`src/rtl/des_final_perm_stream.sv`:
```
// DES output stage: IP^-1 on R16||L16 into a DEPTH-block FIFO, streamed as 8 bytes with valid/ready/last.
// Byte 0 follows an accept into an empty FIFO by one cycle; in_ready uses registered count only; DES_FP_BLOCK_CNT_EN adds blk_cnt.
module des_final_perm_stream #(
  parameter int DEPTH = 2
) (
  input  logic        clk,
  input  logic        rst,
  input  logic [31:0] in_l,
  input  logic [31:0] in_r,
  input  logic        in_valid,
  output logic        in_ready,
  output logic [7:0]  out_byte,
  output logic        out_valid,
  input  logic        out_ready,
  output logic        out_last
`ifdef DES_FP_BLOCK_CNT_EN
  ,
  output logic [15:0] blk_cnt
`endif
);

  localparam int PW = (DEPTH > 1) ? $clog2(DEPTH) : 1;
  localparam int CW = $clog2(DEPTH + 1);

  logic [63:0]   p;
  logic [63:0]   f;
  logic [63:0]   mem [DEPTH];
  logic [PW-1:0] wr_ptr;
  logic [PW-1:0] rd_ptr;
  logic [CW-1:0] count;
  logic [2:0]    idx;
  logic [63:0]   head;
  logic [7:0]    head_byte;
  logic          push;
  logic          pop;
  logic          byte_hs;

  // Halves swap here: R16 occupies DES bits 1..32 of the preoutput.
  assign p = {in_l, in_r};

  for (genvar r = 0; r < 8; r++) begin : g_row
    for (genvar c = 0; c < 4; c++) begin : g_col
      assign f[8*r+2*c]   = p[39-r+8*c];
      assign f[8*r+2*c+1] = p[7-r+8*c];
    end
  end

  function automatic logic [PW-1:0] ptr_inc(input logic [PW-1:0] ptr);
    return (ptr == PW'(DEPTH - 1)) ? '0 : ptr + 1'b1;
  endfunction

  assign in_ready  = (count < CW'(DEPTH));
  assign out_valid = (count != '0);
  assign out_last  = out_valid && (idx == 3'd7);
  assign push      = in_valid && in_ready;
  assign byte_hs   = out_valid && out_ready;
  assign pop       = byte_hs && (idx == 3'd7);

  always_ff @(posedge clk) begin
    if (push) begin
      mem[wr_ptr] <= f;
    end
  end

  always_ff @(posedge clk or posedge rst) begin
    if (rst) begin
      wr_ptr <= '0;
      rd_ptr <= '0;
      count  <= '0;
      idx    <= '0;
    end else begin
      if (push) begin
        wr_ptr <= ptr_inc(wr_ptr);
      end
      if (pop) begin
        rd_ptr <= ptr_inc(rd_ptr);
      end
      if (push && !pop) begin
        count <= count + 1'b1;
      end else if (pop && !push) begin
        count <= count - 1'b1;
      end
      if (byte_hs) begin
        idx <= idx + 3'd1;
      end
    end
  end

  // DES bit 8*idx+1 is the byte MSB, so the slice is bit-reversed on the way out.
  assign head      = mem[rd_ptr];
  assign head_byte = head[{idx, 3'b000} +: 8];

  always_comb begin
    out_byte = '0;
    if (out_valid) begin
      for (int j = 0; j < 8; j++) begin
        out_byte[7-j] = head_byte[j];
      end
    end
  end

`ifdef DES_FP_BLOCK_CNT_EN
  always_ff @(posedge clk or posedge rst) begin
    if (rst) begin
      blk_cnt <= '0;
    end else if (pop) begin
      blk_cnt <= blk_cnt + 16'd1;
    end
  end
`endif

endmodule

```
`config.mk`:
```
export PLATFORM = sky130hd
export DESIGN_NAME = des_final_perm_stream
export DESIGN_NICKNAME = d
export VERILOG_FILES = /design/src/rtl/des_final_perm_stream.sv
export SDC_FILE = /design/constraint.sdc
export NUM_CORES = 1
export LEC_CHECK = 0
export BUFFER_PORTS_ARGS = -buffer_cell sky130_fd_sc_hd__buf_2
export CAP_MARGIN = 15
export CORE_ASPECT_RATIO = 1.4
export CORE_MARGIN = 3
export CORE_UTILIZATION = 48
export DETAILED_ROUTE_END_ITERATION = 16
export PLACE_DENSITY = 0.69
export SETUP_SLACK_MARGIN = 0.4
export SYNTH_ARGS = -nofsm -noshare
export SYNTH_HDL_FRONTEND = slang
export SYNTH_SLANG_ARGS = --single-unit
```
`constraint.sdc`:
```
create_clock -name clk -period 5.9 [get_ports clk]
set_clock_uncertainty 0.15 [all_clocks]
set_input_delay 0.295 -clock clk [delete_from_list [all_inputs] [get_ports clk]]
set_output_delay 0.295 -clock clk [all_outputs]
set_load 0.01 [all_outputs]
```
==> results of run 1 <==
critical path: stages (launching register included):
cell and delay [ns]:
dfrtp_1 0.68, nor2b_1 0.60, a22oi_1 0.22, a22o_1 0.27, a221o_1 0.38, buf_2 0.16
timing repair:
action                    in CTS  in global routing
gates resized for setup        0                  0
hold endpoints to repair     135                  0
hold buffers                  65                  0
synthesized netlist by cell type:
library cell / n / area [um2]
xnor2_1: 4 / 35.03
ha_1: 3 / 37.54
buf_2: 3 / 15.01
mux4_1: 2 / 52.55
mux2_2: 3 / 33.78
mux2i_1: 16 / 160.2
clkbuf_1: 5 / 18.77
and2_1: 2 / 12.51
a22oi_1: 8 / 60.06
a221o_1: 7 / 70.07
mux4_2: 22 / 495.5
xor2_1: 2 / 17.52
nand2_1: 4 / 15.01
dfrtp_1: 7 / 175.2
nor3_1: 1 / 5.000
nor2b_1: 5 / 31.28
and3_1: 7 / 43.79
edfxtp_1: 128 / 3844
o211ai_1: 1 / 7.510
buf_6: 2 / 22.52
buf_12: 1 / 20.02
nor2_1: 3 / 11.26
a22o_1: 7 / 61.31
inv_1: 3 / 11.26
buf_4: 1 / 7.510
cell type report:
| cell class | instances | area [um2] | share of cell area |
|---|---|---|---|
| Multi-Input combinational cell | 97 | 1159 | 0.1665 |
| Clock inverter | 11 | 83.83 | 0.01205 |
| Sequential cell | 135 | 4020 | 0.5778 |
| Clock buffer | 21 | 440.4 | 0.06330 |
| Inverter | 3 | 11.26 | 0.001618 |
| Timing Repair Buffer | 147 | 1071 | 0.1539 |
| Tap cell | 138 | 172.7 | 0.02482 |
state kept, by name, summed over array words and instances (netlist names):
name,flops
mem,128
idx,3
count,2
rd_ptr,1
wr_ptr,1
how the worst min path moves through the flow:
stage	from	end	slack, ns	cells past startpoint
detailed placement	rst	count[1]	0.10	2
finish	out_ready	rd_ptr	0.04	3
global placement	rst	count[1]	0.1	2
CTS	out_ready	rd_ptr	0.02	3
floorplan	rst	count[0]	-0.05	1
global route	out_ready	rd_ptr	0.02	3
metal layers:
metal,global-route usage,share of wire
met5,0,0
met2,0.3198,0.54
met3,0.05479,0.046
met1,0.2343,0.39
met4,0.07137,0.022
logic make-up after synthesis:
kind of cell	count (synthesis)	synth area share
DFF	135	0.7635
AOI/OAI and AO/OA	23	0.03780
adders and majority gates	3	0.007132
xor gates and xnor gates	6	0.009983
muxes	43	0.1410
buffers and inverters	15	0.01806
and+or+nand+nor	22	0.02258
metrics by stage:
stage,cell area (um2),hold WS [ns]
floorplan,5264,-0.05160
global placement,5783,0.09582
detailed placement,5783,0.1034
CTS,6958,0.01844
global route,6958,0.02459
finish,6958,0.03515
power by group through the flow:
stage	registers, uW	clock network (uW)	logic (uW)
detailed placement	1370	0	961
floorplan	1330	0	733
CTS	1350	944	1000
global route	1370	987	1080
global placement	1360	0	959
finish	1350	931	984
==> metrics, run 1 <==
outcome completed; Filler Cell Count roughly 700; diode count 0; Clock power frac 0.285; Max Slew Vio Count 0; Seq pwr share 0.413; drt drc 0; depth of the worst register-to-register path 9; critical path fanouts, max 15; Seq/Total Area, Yosys 0.7635; Setup WS pre-CTS roughly 3.1 ns; DP HPWL roughly 6200 um; worst hold path type primary input to flop; Wirelength per Cell about 19 um; sw frac 0.2935; CP startpoint kind flop; final hold viol count 0; Initial Util 0.5006; final worst setup slack about 2.7 ns; r2r startpoint idx[1]; Mapped Cells ~250; switching pwr roughly 960 uW; Iter 0 DRT Violations around 200; Peak VDD IR approximately 0.3 mV; P per Cell Area between 400 and 500 nW/um2; commonest non-fill, non-tap cell in the layout edfxtp_1; Max Fclk about 310 MHz; Reg2Reg Setup Slack around 3.4 ns; unrepaired setup endpoints after global routing false; Gate power share 0.302; syn_area_per_cell 21.31 um2; GPL Wtd Cong slightly above 0.7; total setup buffers inserted after CTS 0; share of cells above drive strength 1 0.3261; CTS tree yes; DR vias around 2,900; CTS H-tree depth 4; WP data arrival about 2.7 ns; worst-margin pin slew around 1.1 ns; Clock Pin Slew Worst Setup and Hold Paths about 0.05 ns; Die Wd around 95 um; CTS sink count between 100 and 150; CP Launch Point idx[0]; Setup CP Type flop to primary output; crit end category primary output; Final min period between 3 and 4 ns; post-layout util 0.6617; Chip Height ~130 um; first-pass GRT wire length about 17,000 um; fin cells around 550; Skew-Pair Late Insertion Delay between 0.4 and 0.5 ns; Post-Route WL between 10,000 and 15,000 um; vias in the first global route around 3,100; drt first pass iters 5; placed insts around 460; vias per inst 5.221; flops & latches, synth between 100 and 150; WP data required 5.45 ns; Total GRT Usage 0.1900; Setup Total Neg Slack 0 ns; Row Count 44; final setup vio count 0; worst r2r dst count[1]; antenna-violating nets left 0; largest net degree at the start of global routing between 60 and 70; Ports between 70 and 80; Synth Cell Area approximately 5300 um2; Max clock buf depth 2; nets@finish between 400 and 500; Root Buffer clkbuf_16; period utilization 0.5391; CTS Buf Count 17; Syn Nets ~320; Core Area roughly 11,000 um2; GRT overflow 0; die area between 10,000 and 15,000 um2; initial antenna violation count 0; Tot Pwr roughly 3300 uW; area grow syn2layout 32.18%; most frequent cells in the layout 128 x edfxtp_1, 78 x buf_2, 65 x dlygate4sd3_1; Pint roughly 2300 uW; Port Buffers 78; CP Capture Point out_byte[7]; warnings from Yosys 0; max_slew headroom 0.2567; Pleak about 0.0026 uW; Unique masters post-synth 25; max-cap violations 0
(Power assumes the default switching activity.)
==> run 2, diff against run 1 <==
==> constraint.sdc (replaced) <==
create_clock -name clk -period 3.3 [get_ports clk]
set_clock_uncertainty 0.15 [all_clocks]
set_input_delay 0.165 -clock clk [delete_from_list [all_inputs] [get_ports clk]]
set_output_delay 0.165 -clock clk [all_outputs]
set_load 0.01 [all_outputs]
==> metrics, run 2 (synthesized netlist as in run 1, its figures left out) <==
largest register by flop count mem; initial antenna violation count 0 (unchanged); area grow syn2layout 35.70%; Ports 79 (unchanged); WP data required 2.98 ns (-2.47 ns); Gate power share 0.297 (-0.005); Iter 0 DRT Violations 221 (+12%); most frequent cells in the layout 128 x edfxtp_1, 78 x buf_2, 66 x dlygate4sd3_1; Total GRT Usage 0.1910 (+0.001040); nets@finish 477 (+1.1%); GRT overflow 0 (unchanged); max_slew headroom 0.2898 (+0.03308); worst hold path type primary input to flop; r2r startpoint idx[1]; hold_ws 0.06164 ns (+0.02649 ns); outcome completed; antenna-violating nets left 0 (unchanged); CP startpoint kind flop; DP HPWL 6518 um (+5.1%); critical path fanouts, max 19 (+4); Core Area 10,520 um2 (unchanged); Max Fclk 364.5 MHz; Seq pwr share 0.382 (-0.031); drt drc 0 (unchanged); Setup Total Neg Slack 0 ns (unchanged); final worst setup slack 0.5563 ns (-2.163 ns); Chip Height 129.9 um (unchanged); Max clock buf depth 2 (unchanged); Clock power frac 0.321 (+0.036); Root Buffer clkbuf_16; share of cells above drive strength 1 0.3437 (+0.01759); GPL Wtd Cong 0.7134 (-0.52%); WP data arrival 2.43 ns (-0.31 ns); Peak VDD IR 0.5440 mV (+81%); Setup CP Type flop to primary output; Post-Route WL 10,620 um (+1.3%); Pleak 0.002655 uW (+3.7%); Max Slew Vio Count 0 (unchanged); CTS sink count 135 (unchanged); CTS H-tree depth 4 (unchanged); Wirelength per Cell 19.07 um (+0.41%); final hold viol count 0 (unchanged); die area 12,280 um2 (unchanged); unrepaired setup endpoints after global routing false; Hold Path End wr_ptr; P per Cell Area 876.8 nW/um2 (+87%); first-pass GRT wire length 16,550 um (-0.20%); worst-margin pin slew 1.063 ns (-0.04329 ns); commonest non-fill, non-tap cell in the layout edfxtp_1; switching pwr 1764 uW (+84%); drt first pass iters 5 (unchanged); Die Wd 94.51 um (unchanged); Largest regs mem (128), idx (3), count (2); Port Buffers 78 (unchanged); Final min period approximately 2.7 ns; Tot Pwr 6263 uW (+92%); max reg flops 128 (unchanged); Reg2Reg Setup Slack 1.01 ns (-2.36 ns); largest net degree at the start of global routing 37 (-43%); worst r2r dst count[1]; Worst Min Path Start in_valid; CTS Buf Count 17 (unchanged); Row Count 44 (unchanged); vias per inst 5.160 (-1.2%); diode count 0 (unchanged); Initial Util 0.5006 (unchanged); period utilization 0.8314; Hold Path Depth 3 (unchanged); Clock Pin Slew Worst Setup and Hold Paths 0.06 ns (about the same); sw frac 0.2817 (-0.01174); crit end category primary output; max-cap violations 0 (unchanged); CTS tree yes; Pint 4499 uW (+95%); final setup vio count 0 (unchanged); vias in the first global route 3,085 (+1.1%); Skew-Pair Late Insertion Delay 0.41 ns (about the same); Setup WS pre-CTS 0.8201 ns (-2.329 ns); DR vias 2,874 (-0.28%); depth of the worst register-to-register path 8 (-1)
run 2: cell types whose count changed in the layout (fill, tap and decap cells not counted), sizes merged:
cell	change
buf	+4
bufinv	+4
clkbuf	-2
clkinv	-1
clkinvlp	-2
dlygate4sd3	+1
inv	+1
run 2: how the worst max path moves through the flow:
stage / slack (ns) / end / start / depth (start not counted)
3_3_place_gp: 0.83 / out_byte[3] / rd_ptr / 5
4_1_cts: 0.45 / out_byte[3] / rd_ptr / 5
6_report: 0.56 / out_byte[6] / rd_ptr / 5
2_1_floorplan: 0.56 / mem[1][0] / count[1] / 2
3_5_place_dp: 0.82 / out_byte[3] / rd_ptr / 5
5_1_grt: 0.44 / out_byte[2] / count[0] / 5
run 2: layout make-up:
cell class,instances,area [um2]
well taps,138,172.7
clock buffers,19,432.9
flip-flops and latches,135,4023
fillers,660,3372
clock inverters,13,202.7
multi-input cells,97,1161
inverters,3,11.26
repair buffers,152,1140
run 2: per-stage QoR:
| step | util | std cells | instance area, um2 |
|---|---|---|---|
| 3_3_place_gp | 0.5552 | 459 | 5838 |
| 5_1_grt | 0.6793 | 557 | 7143 |
| 4_1_cts | 0.6788 | 557 | 7138 |
| 2_1_floorplan | - | 247 | 5271 |
| 6_report | 0.6793 | 557 | 7143 |
| 3_5_place_dp | 0.5552 | 459 | 5838 |
run 2: per-layer routing:
metal,part of all wire,global-route usage,vias to the layer above
met3,0.047,0.05363,14
met5,0,0,-
met4,0.016,0.07816,0
met1,0.39,0.2196,1433
li1,-,-,1351
met2,0.55,0.3357,76
run 2: power groups by stage:
stage          Sequential, uW  Combinational [uW]  Clock (uW)
2_1_floorplan            2370                1320           0
3_3_place_gp             2400                1800           0
3_5_place_dp             2420                1820           0
4_1_cts                  2390                1900        2040
5_1_grt                  2430                2000        2110
6_report                 2390                1860        2010
run 2: timing repair:
item	in CTS	in global routing
setup endpoints to repair	1	2
gates resized for setup	1	2
buffers inserted	0	0
hold buffers	66	0
pin swaps	0	0
hold endpoints to repair	137	0
run 2: worst max-delay path, cell delays in order (launching register included):
cell and delay (ns):
dfrtp_4 0.55, buf_12 0.22, mux4_2 0.54, a22o_1 0.22, a221o_1 0.35, buf_2 0.14
